## src/rtl/universal_shift_register.sv

```systemverilog
// rtl/universal_shift_register.sv - WIDTH-bit universal shift register with saturating shift counter
//
// Purpose:
//   Captures a parallel word and serialises it right or left, or holds it.
//   A saturating counter reports how many shifts have happened since the
//   last load or reset, and done flags a fully shifted-out word.
//
// Ports:
//   c     in   clock, rising edge
//   re_   in   asynchronous reset, active-low
//   s     in   [1:0] mode: 00 hold, 01 shift right, 10 shift left, 11 load
//   d     in   [WIDTH-1:0] parallel load data
//   sil   in   serial in at the MSB on shift right
//   sir   in   serial in at the LSB on shift left
//   q     out  [WIDTH-1:0] register contents
//   q_    out  [WIDTH-1:0] complement of q
//   sor   out  serial out for right shifts (q[0])
//   sol   out  serial out for left shifts (q[WIDTH-1])
//   cnt   out  [CW-1:0] shifts since last load/reset, saturating at WIDTH
//   done  out  cnt == WIDTH
module universal_shift_register #(
    parameter int WIDTH = 4,
    parameter int CW    = 3
) (
    input  logic             c,
    input  logic             re_,
    input  logic [1:0]       s,
    input  logic [WIDTH-1:0] d,
    input  logic             sil,
    input  logic             sir,
    output logic [WIDTH-1:0] q,
    output logic [WIDTH-1:0] q_,
    output logic             sor,
    output logic             sol,
    output logic [CW-1:0]    cnt,
    output logic             done
);

    localparam logic [1:0] MODE_HOLD  = 2'b00;
    localparam logic [1:0] MODE_RIGHT = 2'b01;
    localparam logic [1:0] MODE_LEFT  = 2'b10;
    localparam logic [1:0] MODE_LOAD  = 2'b11;

    localparam logic [CW-1:0] CNT_FULL = CW'(WIDTH);

    logic [WIDTH-1:0] data_q, data_d;
    logic [CW-1:0]    cnt_q, cnt_d;
    logic             cnt_full;

    assign cnt_full = (cnt_q == CNT_FULL);

    always_comb begin
        data_d = data_q;
        cnt_d  = cnt_q;
        case (s)
            MODE_RIGHT: begin
                data_d = {sil, data_q[WIDTH-1:1]};
                // Counter stops at WIDTH but the data keeps moving.
                if (!cnt_full) begin
                    cnt_d = cnt_q + CW'(1);
                end
            end
            MODE_LEFT: begin
                data_d = {data_q[WIDTH-2:0], sir};
                if (!cnt_full) begin
                    cnt_d = cnt_q + CW'(1);
                end
            end
            MODE_LOAD: begin
                data_d = d;
                cnt_d  = '0;
            end
            MODE_HOLD: begin
                data_d = data_q;
                cnt_d  = cnt_q;
            end
            default: begin
                data_d = data_q;
                cnt_d  = cnt_q;
            end
        endcase
    end

    always_ff @(posedge c or negedge re_) begin
        if (!re_) begin
            data_q <= '0;
            cnt_q  <= '0;
        end else begin
            data_q <= data_d;
            cnt_q  <= cnt_d;
        end
    end

    // All outputs decode registered state only; no input reaches them combinationally.
    assign q    = data_q;
    assign q_   = ~data_q;
    assign sor  = data_q[0];
    assign sol  = data_q[WIDTH-1];
    assign cnt  = cnt_q;
    assign done = cnt_full;

endmodule

```

## config.mk

```make
export PLATFORM = sky130hd
export DESIGN_NAME = universal_shift_register
export DESIGN_NICKNAME = d
export VERILOG_FILES = /design/src/rtl/universal_shift_register.sv
export SDC_FILE = /design/constraint.sdc
export NUM_CORES = 1
export LEC_CHECK = 0
export CAP_MARGIN = 40
export CORE_AREA = 2 2 39 41
export CTS_BUF_LIST = sky130_fd_sc_hd__clkbuf_8
export DETAILED_ROUTE_END_ITERATION = 12
export DIE_AREA = 0 0 41 43
export PLACE_DENSITY = 0.77
export REMOVE_ABC_BUFFERS = 1
export SYNTH_ARGS = -nofsm -noshare
export SYNTH_HDL_FRONTEND = slang
export SYNTH_SLANG_ARGS = --single-unit
```

## constraint.sdc

```tcl
create_clock -name c -period 2.15 [get_ports c]
set_input_delay 0.43 -clock c [delete_from_list [all_inputs] [get_ports c]]
set_output_delay 0.43 -clock c [all_outputs]
set_load 0.1 [all_outputs]
```

* Yosys cells after proc, flatten, opt, wreduce, memory -nomap -nowiden
Index checks and enable logic that the tools add are counted.
Storage, ports and cells: input bits 10, word-level logic and storage cells 16, flip-flop bits (word level) 7, output and inout port bits 14
Cells by class: equal/unequal tests 5, reduce and logical (&&, ||, !) cells 3, muxes and demuxes 3, $add $sub $neg 1, bitwise gates (word level) 2
Operators by type and width (number):
- 4-bit one-hot mux with 3 select lines | 1
- 3-bit one-hot mux with 2 select lines | 1
- 2-bit == test, second input constant | 2
- 4-bit inverter | 1
- 3-bit by 1-bit adder with 3-bit output, second input constant | 1
- 3-bit == test, second input constant | 1
- 3-bit 2-to-1 mux | 1
- 2-bit by 1-bit == test with 1-bit output, second input constant | 1
- 2-bit logical NOT | 1
- 2-bit != test, second input constant | 1
- 2-bit AND reduction | 1
- 2-bit OR reduction | 1
- 1-bit inverter | 1

* Longest topological paths before layout
Gate-level depths: netlist of run 1.
depth after elaboration 4, gate-level depth with buffers 5, depth with buffers taken out 4

* Least setup slack after synthesis of run 1
No wires, ideal clock.
path type reg2out, start reg cnt_q[0] (netlist: cnt[0]), end out done, data arrival time 1.640 ns, setup slack 0.080 ns, cell stages (with the launch flop) 4, data required time 1.720 ns, cell sequence dfrtp_1 -> inv_1 -> ha_1 -> and2_2
On the way: word-level cells in the longest chain between the ends 1
Ends and longest elaborated chain:
- from (decl) | RTL line 47 | logic [CW-1:0] cnt_q, cnt_d;
- from (signal assigned) | RTL line 90 | cnt_q <= cnt_d;
- 3-bit == test | RTL line 50 | assign cnt_full = (cnt_q == CNT_FULL);
- to (decl) | RTL line 36 | output logic done
Every way passes these cells.

* Final worst setup path of run 1
start in s[0], end reg cnt_q[0] (netlist: cnt[0])
On the way: word-level cells in the longest chain between the ends 4
Ends and longest elaborated chain:
- from (decl) | RTL line 27 | input logic [1:0] s,
- 2-bit == test / 2-bit by 1-bit == test with 1-bit output (equally long branches) | RTL line 55 | case (s)
- 2-bit OR reduction (no line)
- 2-bit != test (no line)
- 2-bit AND reduction (no line)
Several ways; a longest one is shown, not always the timed one. A chain may end at the register's enable or synchronous reset.

==> results of run 1 <==
-- metal layers --
layer	vias to the layer above	share of wire, %	global-route usage (%)
met5	-	0	0
met4	0	1.5	12.00
met3	2	7.3	4.712
met2	16	47	21.88
met1	199	44	19.41
li1	221	-	-
-- state kept, by name (all words and copies together) (netlist names) --
signal / count
cnt: 3
q: 4
-- logic make-up after synthesis --
logic type	after synthesis	share of synthesized area [%]
AOI/OAI and AO/OA	11	21.48
adders and majority gates	5	11.93
buffers and inverters	12	12.17
DFF	7	33.41
muxes	2	4.057
and+or+nand+nor	14	16.94
-- power groups by stage --
stage               Sequential (uW)  Clock (uW)  Combinational, uW
global placement                225           0                812
floorplan                       556           0                298
CTS                             225         188                820
global route                    235         197                850
finish                          226         182                813
detailed placement              227           0                820
-- final cells by class --
class / count / area (um2) / area share (%)
clock inverter: 1 / 3.754 / 0.4870
inverter: 8 / 30.03 / 3.896
tap: 16 / 20.02 / 2.597
multi-input combinational: 32 / 285.3 / 37.01
clock buffer: 3 / 41.29 / 5.357
timing repair buffer: 24 / 215.2 / 27.92
sequential: 7 / 175.2 / 22.73
-- cell usage in the layout, fill, tap and decap left out --
cell type,synthesis,layout
o221ai_2,4,4
buf_12,0,1
buf_4,3,14
clkbuf_8,0,3
clkdlybuf4s50_1,0,9
mux2i_1,1,1
mux2_1,1,1
inv_1,8,9
a22oi_1,4,4
nor3b_1,1,1
nor2_1,1,1
nand2_1,4,4
and2_2,1,1
or2_4,1,1
nor4b_2,1,1
ha_1,5,5
a21o_1,1,1
a31oi_1,1,1
dfrtp_1,7,7
nand2b_1,5,5
a211o_1,1,1
-- stage by stage --
| stage | hold WS [ns] | TNS (ns) | setup WS, ns | total power, uW | utilization [%] |
|---|---|---|---|---|---|
| after global placement | 0.5551 | 0 | 0.1366 | 1037 | 52.44 |
| after floorplan | 0.1344 | -1.471 | -0.7355 | 853.1 | - |
| after global routing | 0.4920 | 0 | 0.2100 | 1282 | 55.70 |
| after detailed placement | 0.5621 | 0 | 0.09961 | 1046 | 52.44 |
| final | 0.4681 | 0 | 0.3276 | 1221 | 55.70 |
| after CTS | 0.4744 | 0 | 0.3283 | 1233 | 55.70 |
-- how the worst min path moves through the flow --
| stage | end |
|---|---|
| finish | q[1]$_DFFE_PN0P_ |
| global route | q[1]$_DFFE_PN0P_ |
| CTS | q[1]$_DFFE_PN0P_ |
| detailed placement | q[0]$_DFFE_PN0P_ |
| global placement | cnt[0]$_DFFE_PN0P_ |
| floorplan | cnt[0]$_DFFE_PN0P_ |
-- Yosys cell counts --
master	count	area, um2
dfrtp_1	7	175.2
or2_4	1	8.760
buf_4	3	22.52
o221ai_2	4	60.06
and2_2	1	7.510
a211o_1	1	8.760
ha_1	5	62.56
mux2i_1	1	10.01
buf_6	1	11.26
a21o_1	1	7.510
mux2_1	1	11.26
nand2b_1	5	31.28
a22oi_1	4	30.03
nor2_1	1	3.750
inv_1	8	30.03
nor4b_2	1	15.01
a31oi_1	1	6.260
nor3b_1	1	7.510
nand2_1	4	15.01
==> impl_metrics.csv, run 1 <==
group,metric,value,unit
drt,ant_nets,0,
clocking,clk_pin_slew,0.04,ns
worst_setup_path,crit_path_start,"s[0]",
final_layout,nNetsFinal,91,
clocking,clock_latency,0.23,ns
worst_setup_path,crit_type,"input port to flip-flop",
floorplanning,fp.dieH,43,um
timing,period_share,84.76,%
final_layout,diodes,0,
drt,drt_iter0_drc,9,
drt,wl_per_cell,12.10,um
worst_setup_path,cpPeakStageDelay,0.48,ns
timing,timing.final.crit_period,1.822,ns
floorplanning,fp.dieW,41,um
final_layout,final_area,770.7,um2
drt,wirelength,1101,um
grt,first_global_vias,433,
run,drv_cap,0,
clocking,numCtsBuffers,3,
worst_setup_path,crit_chain,"clkdlybuf4s50_1 -> inv_1 -> ha_1 -> a31oi_1 -> mux2_1",
floorplanning,io_pins,24,
logic_synthesis,synth.avg_cell_area,10.28,um2
timing,slew_viol_final,0,
power,power_frac_clock,14.9,%
clocking,cts_max_path_buffers,2,
drt,drt_pass1_iterations,4,
outcome,outcome,"complete, no violations",
worst_setup_path,rr_worst_depth,4,
timing,worst_slew_pin_slew,0.3474,ns
drt,drc,0,
logic_synthesis,syn_inst,51,
power,power_leakage,0.0003750,uW
worst_setup_path,crit_buf_inv,2,
logic_synthesis,yosysUniqueCellTypes,19,
final_layout,areaGrowthSynthToFinish,47.02,%
placement,dpl_cell_area,725.7,um2
worst_setup_path,critPathArrivalTime,1.93,ns
power,swShare,58.80,%
clocking,cts_tree,"done",
placement,dp_hpwl,835.7,um
clocking,ctsResizeCount,0,
clocking,h-tree-depth,1,
power,power_frac_seq,18.5,%
placement,numPortBuffers,23,
logic_synthesis,ys_seq_area_share,33.41,%
grt,grt_max_degree,13,
worst_setup_path,r2r-start,"cnt[0]$_DFFE_PN0P_",
power,power_density,1584,mW/mm2
worst_setup_path,crit_path_end_kind,"flip-flop",
power,switchingPower,718.1,uW
worst_setup_path,worstSetupStartpointType,"input port",
floorplanning,start_util,37.88,%
grt,gr-usage-all-layers,15.77,%
timing,max_freq,548.7,MHz
placement,dpl.cell_count,87,
drt,via_per_inst,4.813,
worst_setup_path,cp-endpoint,"cnt[0]$_DFFE_PN0P_",
grt,grt_pass1_wl,1835,um
placement,routabilityCongestion,0.7352,
clocking,holdBufCountCts,0,
grt,antenna_found_initial,0,
floorplanning,dieArea,0.001763,mm2
worst_setup_path,critPathRequiredTime,2.26,ns
logic_synthesis,ys_seq_elements,7,
clocking,cts_root_buf,"clkbuf_8",
power,peakVddDrop,0.0006794,V
floorplanning,fp.coreArea,0.001384,mm2
power,power.internal,503.0,uW
logic_synthesis,ys.warnings.count,0,
worst_hold_path,hp-class,"input port to async pin",
clocking,cts.sinks,7,
timing,hold_viol_final,0,
timing,fin_skew,0.001308,ns
worst_setup_path,reg2reg_slack,0.74,ns
final_layout,layout.cells.non_filler,91,
worst_setup_path,cp_max_fo,2,
timing,relSlewSlack,76.84,%
drt,vias,438,
worst_setup_path,cp_num_cells,5,
worst_setup_path,crit_family,"buffers and inverters",
floorplanning,placementRows,14,
worst_setup_path,reg2reg_to,"cnt[0]$_DFFE_PN0P_",
timing,rsz0062_at_grt,"false",
final_layout,fill_cells,126,
power,p_comb_share,66.6,%
timing,setup_viol,0,
final_layout,drive_above_1_share,33.33,%
worst_setup_path,crit_slowest_cell,"clkdlybuf4s50_1",
clocking,postCtsSetupBuffers,0,
grt,grt-ovfl-total,0,
logic_synthesis,syn_area,524.3,um2
Note: power is estimated with default switching activity, not from simulation.
==> inputs of run 2 (changes only) <==
Settings changed: CORE_AREA 2 2 39 41 to not set, CORE_UTILIZATION set to 37, DIE_AREA 0 0 41 43 to not set, PLACE_DENSITY 0.77 to 0.76.
Clock period 2.15 ns to 1.49 ns, I/O delays scaled along.
==> impl_metrics.csv, run 2 (synthesis gave the netlist of run 1 again) <==
group,metric,value,unit
drt,dr_wl_met2,725,um
drt,route.met3.wl,50,um
timing,period_share,97.58,%
worst_setup_path,reg2reg_to,"cnt[0]$_DFFE_PN0P_",
clocking,cts.sinks,7,
drt,wl_per_cell,14.21,um
floorplanning,fp.dieW,39.64,um
floorplanning,dieArea,0.001571,mm2
final_layout,drive_above_1_share,48.78,%
clocking,h-tree-depth,1,
drt,via_per_inst,5.052,
clocking,clk_pin_slew,0.04,ns
outcome,outcome,"complete, no violations",
timing,timing.final.crit_period,1.454,ns
floorplanning,fp.dieH,39.64,um
final_layout,fill_cells,81,
drt,drt_pass1_iterations,4,
worst_setup_path,cp-endpoint,"done",
worst_setup_path,cpPeakStageDelay,0.38,ns
worst_setup_path,crit_chain,"inv_1 -> ha_2 -> and2_4 -> buf_12",
timing,worst_slew_pin_slew,0.3269,ns
grt,gr-usage-all-layers,22.59,%
drt,highest_layer,"met4",
clocking,holdBufCountCts,0,
power,power_frac_clock,12.2,%
placement,routabilityCongestion,0.6925,
timing,rsz0062_at_grt,"true",
grt,grt-ovfl-total,0,
timing,max_freq,687.8,MHz
worst_setup_path,rr_worst_depth,5,
clocking,cts_tree,"done",
timing,fin_skew,0.005367,ns
drt,drt_iter0_drc,8,
grt,grt_max_degree,13,
worst_setup_path,crit_slowest_cell,"dfrtp_1",
floorplanning,start_util,39.79,%
final_layout,diodes,0,
worst_hold_path,hp-class,"input port to async pin",
drt,m1WireLength,578,um
power,power.internal,1038,uW
final_layout,areaGrowthSynthToFinish,95.23,%
floorplanning,io_pins,24,
worst_setup_path,crit_path_start,"cnt[0]$_DFFE_PN0P_",
grt,first_global_vias,480,
worst_setup_path,crit_path_end_kind,"output pin",
grt,grt_pass1_wl,2235,um
clocking,cts_max_path_buffers,2,
worst_setup_path,r2r-start,"cnt[0]$_DFFE_PN0P_",
drt,ant_nets,0,
power,peakVddDrop,0.001551,V
worst_setup_path,crit_family,"flip-flops",
timing,hold_viol_final,0,
final_layout,final_util,77.68,%
power,swShare,52.45,%
timing,setup_viol,0,
clocking,clock_latency,0.23,ns
final_layout,nNetsFinal,98,
timing,slew_viol_final,0,
worst_setup_path,cp_max_fo,2,
floorplanning,fp.coreArea,0.001318,mm2
worst_setup_path,reg2reg_slack,0.16,ns
clocking,cts_root_buf,"clkbuf_8",
timing,tns,0,ns
drt,wirelength,1378,um
power,power_frac_seq,15.9,%
power,power_density,2134,mW/mm2
timing,relSlewSlack,78.21,%
worst_setup_path,worstSetupStartpointType,"flip-flop",
grt,antenna_found_initial,0,
final_layout,mostFrequentLayoutCells,"14 x buf_12, 8 x clkdlybuf4s50_1, 8 x buf_4",
drt,drc,0,
worst_setup_path,crit_buf_inv,2,
power,p_comb_share,71.9,%
worst_setup_path,critPathRequiredTime,1.19,ns
final_layout,final_common_cell,"buf_12",
power,switchingPower,1145,uW
placement,dp_hpwl,1056,um
worst_setup_path,cp_num_cells,4,
power,power_leakage,0.0004687,uW
drt,vias,490,
worst_setup_path,critPathArrivalTime,1.16,ns
run,drv_cap,0,
floorplanning,placementRows,13,
final_layout,largest_reg_flops,4,
placement,numPortBuffers,23,
worst_setup_path,crit_type,"flip-flop to output pin",
clocking,numCtsBuffers,3,
-- run 2: through the flow --
step           power [uW]  cells  hold slack (ns)  cell area [um2]  worst slack, ns
3_3_place_gp         1795     91           0.5900            924.6          -0.3229
2_1_floorplan        1231     47         0.002409            490.5           -1.263
6_report             2184     97           0.3243             1023          0.03609
5_1_grt              2276     97           0.3523             1023        -0.004333
4_1_cts              2174     97           0.3318             1022          0.01889
3_5_place_dp         1814     91           0.5803            924.6          -0.4162
-- run 2: worst min path at each step --
stage,slack [ns],depth (start not counted),endpoint
after floorplan,0.002,0,cnt[0]$_DFFE_PN0P_
after global placement,0.59,1,q[0]$_DFFE_PN0P_
after detailed placement,0.58,1,q[0]$_DFFE_PN0P_
after CTS,0.33,1,cnt[0]$_DFFE_PN0P_
after global routing,0.35,1,cnt[0]$_DFFE_PN0P_
final,0.32,1,cnt[0]$_DFFE_PN0P_
-- run 2: cell type report --
cell class / count / area, um2 / share of cell area, %
clock inverters: 1 / 3.754 / 0.3667
flip-flops and latches: 7 / 175.2 / 17.11
inverters: 8 / 30.03 / 2.934
clock buffers: 3 / 41.29 / 4.034
multi-input cells: 32 / 325.3 / 31.78
repair buffers: 31 / 429.2 / 41.93
well taps: 15 / 18.77 / 1.834
-- run 2: power by group through the flow --
| stage | combinational, uW | clock [uW] | sequential (uW) |
|---|---|---|---|
| 3_5_place_dp | 1460 | 0 | 352 |
| 6_report | 1570 | 265 | 347 |
| 2_1_floorplan | 429 | 0 | 802 |
| 4_1_cts | 1560 | 267 | 343 |
| 5_1_grt | 1640 | 280 | 356 |
| 3_3_place_gp | 1450 | 0 | 345 |
-- run 2: layer usage --
metal,vias up,global-route usage (%)
li1,235,-
met1,239,27.37
met2,12,37.30
met3,4,5.114
met4,0,10.34
met5,-,0
-- run 2: what timing repair did --
item | CTS | global route
buffers inserted | 2 | 0
endpoints found under the setup margin | 8 | 1
pin swaps | 1 | 1
resized for setup | 9 | 2
==> inputs of run 3 (changes only) <==
Settings changed: CORE_AREA set to 2 2 39 41, CORE_UTILIZATION 37 to not set, DIE_AREA set to 0 0 41 43, PLACE_DENSITY 0.76 to 0.77.
Clock period 1.49 ns to 1.35 ns, I/O delays scaled along.
==> impl_metrics.csv, run 3 (synthesis gave the netlist of run 1 again) <==
group,metric,value,unit
drt,vias,558,
worst_setup_path,worstSetupStartpointType,"flip-flop",
grt,grt_pass1_wl,2394,um
drt,wirelength,1716,um
outcome,outcome,"finished with violations",
timing,period_share,107.6,%
power,peakVddDrop,0.001394,V
timing,fin_skew,0.007555,ns
final_layout,final_common_cell,"buf_12",
timing,setup_slack,-0.1029,ns
drt,drt_iter0_drc,17,
clocking,h-tree-depth,1,
worst_setup_path,crit_path_start,"cnt[1]$_DFFE_PN0P_",
worst_setup_path,crit_chain,"inv_2 -> ha_4 -> and2_4 -> buf_12",
outcome,failed_checks,"setup timing",
clocking,clock_latency,0.23,ns
drt,ant_nets,0,
floorplanning,fp.coreArea,0.001384,mm2
clocking,cts.sinks,7,
final_layout,final_util,77.58,%
floorplanning,fp.dieH,43,um
clocking,numCtsBuffers,3,
timing,worst_slew_pin_slew,0.3370,ns
timing,hold_viol_final,0,
worst_setup_path,cp_max_fo,2,
final_layout,largest_reg_flops,4,
timing,max_freq,688.3,MHz
run,drv_cap,0,
worst_setup_path,cpPeakStageDelay,0.40,ns
floorplanning,fp.dieW,41,um
drt,wl_per_cell,16.99,um
grt,antenna_found_initial,0,
floorplanning,placementRows,14,
grt,grt_max_degree,13,
final_layout,mostFrequentLayoutCells,"15 x buf_12, 10 x buf_4, 7 x clkdlybuf4s50_1",
grt,gr-usage-all-layers,21.36,%
timing,timing.final.crit_period,1.453,ns
clocking,cts_max_path_buffers,2,
worst_setup_path,crit_type,"flip-flop to output pin",
clocking,cts_tree,"done",
floorplanning,io_pins,24,
worst_setup_path,crit_slowest_cell,"dfrtp_1",
clocking,holdBufCountCts,0,
floorplanning,dieArea,0.001763,mm2
timing,relSlewSlack,77.47,%
clocking,clk_pin_slew,0.04,ns
final_layout,areaGrowthSynthToFinish,104.8,%
timing,rsz0062_at_grt,"true",
timing,whs,0.3084,ns
final_layout,final_area,0.001074,mm2
worst_setup_path,r2r-start,"cnt[1]$_DFFE_PN0P_",
placement,dp_hpwl,1109,um
final_layout,drive_above_1_share,54.12,%
worst_setup_path,critPathArrivalTime,1.18,ns
timing,setup_viol,3,
placement,dpl_cell_area,945.9,um2
power,power_leakage,0.0004865,uW
final_layout,diodes,0,
worst_setup_path,critPathRequiredTime,1.08,ns
drt,drc,0,
power,finalPower,2540,uW
drt,drt_pass1_iterations,4,
clocking,cts_root_buf,"clkbuf_8",
placement,numPortBuffers,23,
worst_setup_path,crit_path_end_kind,"output pin",
drt,via_per_inst,5.525,
placement,routabilityCongestion,0.6832,
grt,first_global_vias,501,
power,power_density,2366,mW/mm2
worst_hold_path,hp-class,"input port to async pin",
timing,slew_viol_final,0,
floorplanning,start_util,37.88,%
grt,grt-ovfl-total,0,
final_layout,nNetsFinal,101,
## run 3: cell types whose count changed in the layout (fill, tap and decap cells not counted), sizes merged
cell           delta
dlygate4sd2       +1
clkdlybuf4s50     -1
buf               +3
## run 3: through the flow
step / setup WS, ns / std cells / setup TNS, ns
floorplan: -1.375 / 47 / -10.10
global placement: -0.4896 / 93 / -2.625
detailed placement: -0.5439 / 93 / -2.998
CTS: -0.04875 / 101 / -0.04875
global route: -0.1274 / 101 / -0.2942
finish: -0.1029 / 101 / -0.1847
## run 3: path summary, 6_finish.rpt
path,endpoint,slack [ns],cells after the start
max in group asynchronous,q[3]$_DFFE_PN0P_,0.76,1
max reg2reg,cnt[0]$_DFFE_PN0P_,-0.05,5
min in group c,q[3]$_DFFE_PN0P_,0.60,2
max,done,-0.10,4
min,q[1]$_DFFE_PN0P_,0.31,1
min reg2reg,q[3]$_DFFE_PN0P_,0.60,2
## run 3: cell type report
| type | count | area [um2] |
|---|---|---|
| Timing Repair Buffer | 34 | 462.9 |
| Multi-Input combinational cell | 32 | 339.1 |
| Fill cell | 85 | 310.3 |
| Sequential cell | 7 | 176.4 |
| Clock buffer | 3 | 41.29 |
| Inverter | 8 | 30.03 |
| Tap cell | 16 | 20.02 |
| Clock inverter | 1 | 3.754 |
## run 3: power by group
| part | total (uW) | switching, uW | internal, uW |
|---|---|---|---|
| sequential | 385 | 108 | 277 |
| clock | 288 | 91.4 | 197 |
| combinational | 1870 | 1130 | 739 |
| total | 2540 | 1330 | 1210 |
## run 3: worst max-delay path, delay by kind of cell, from the launching register on
family | cells | cell delay [ns]
adder cells (fa/ha/maj) | 1 | 0.15
flip-flops | 1 | 0.40
buffers and inverters | 2 | 0.27
AND/OR/NAND/NOR | 1 | 0.14
## run 3: routing by layer
layer	GRT usage (%)	share of wire, %	vias up
met3	6.283	5.2	10
li1	-	-	244
met5	0	0	-
met4	13.33	4.4	0
met2	36.25	55	29
met1	20.79	35	275
## run 3: repair_timing
item,4_1_cts,5_1_grt
endpoints found under the setup margin,8,6
gates resized for setup,14,3
hold endpoints to repair,0,0
buffers inserted,4,1
gates cloned,0,0
pin swaps,2,1
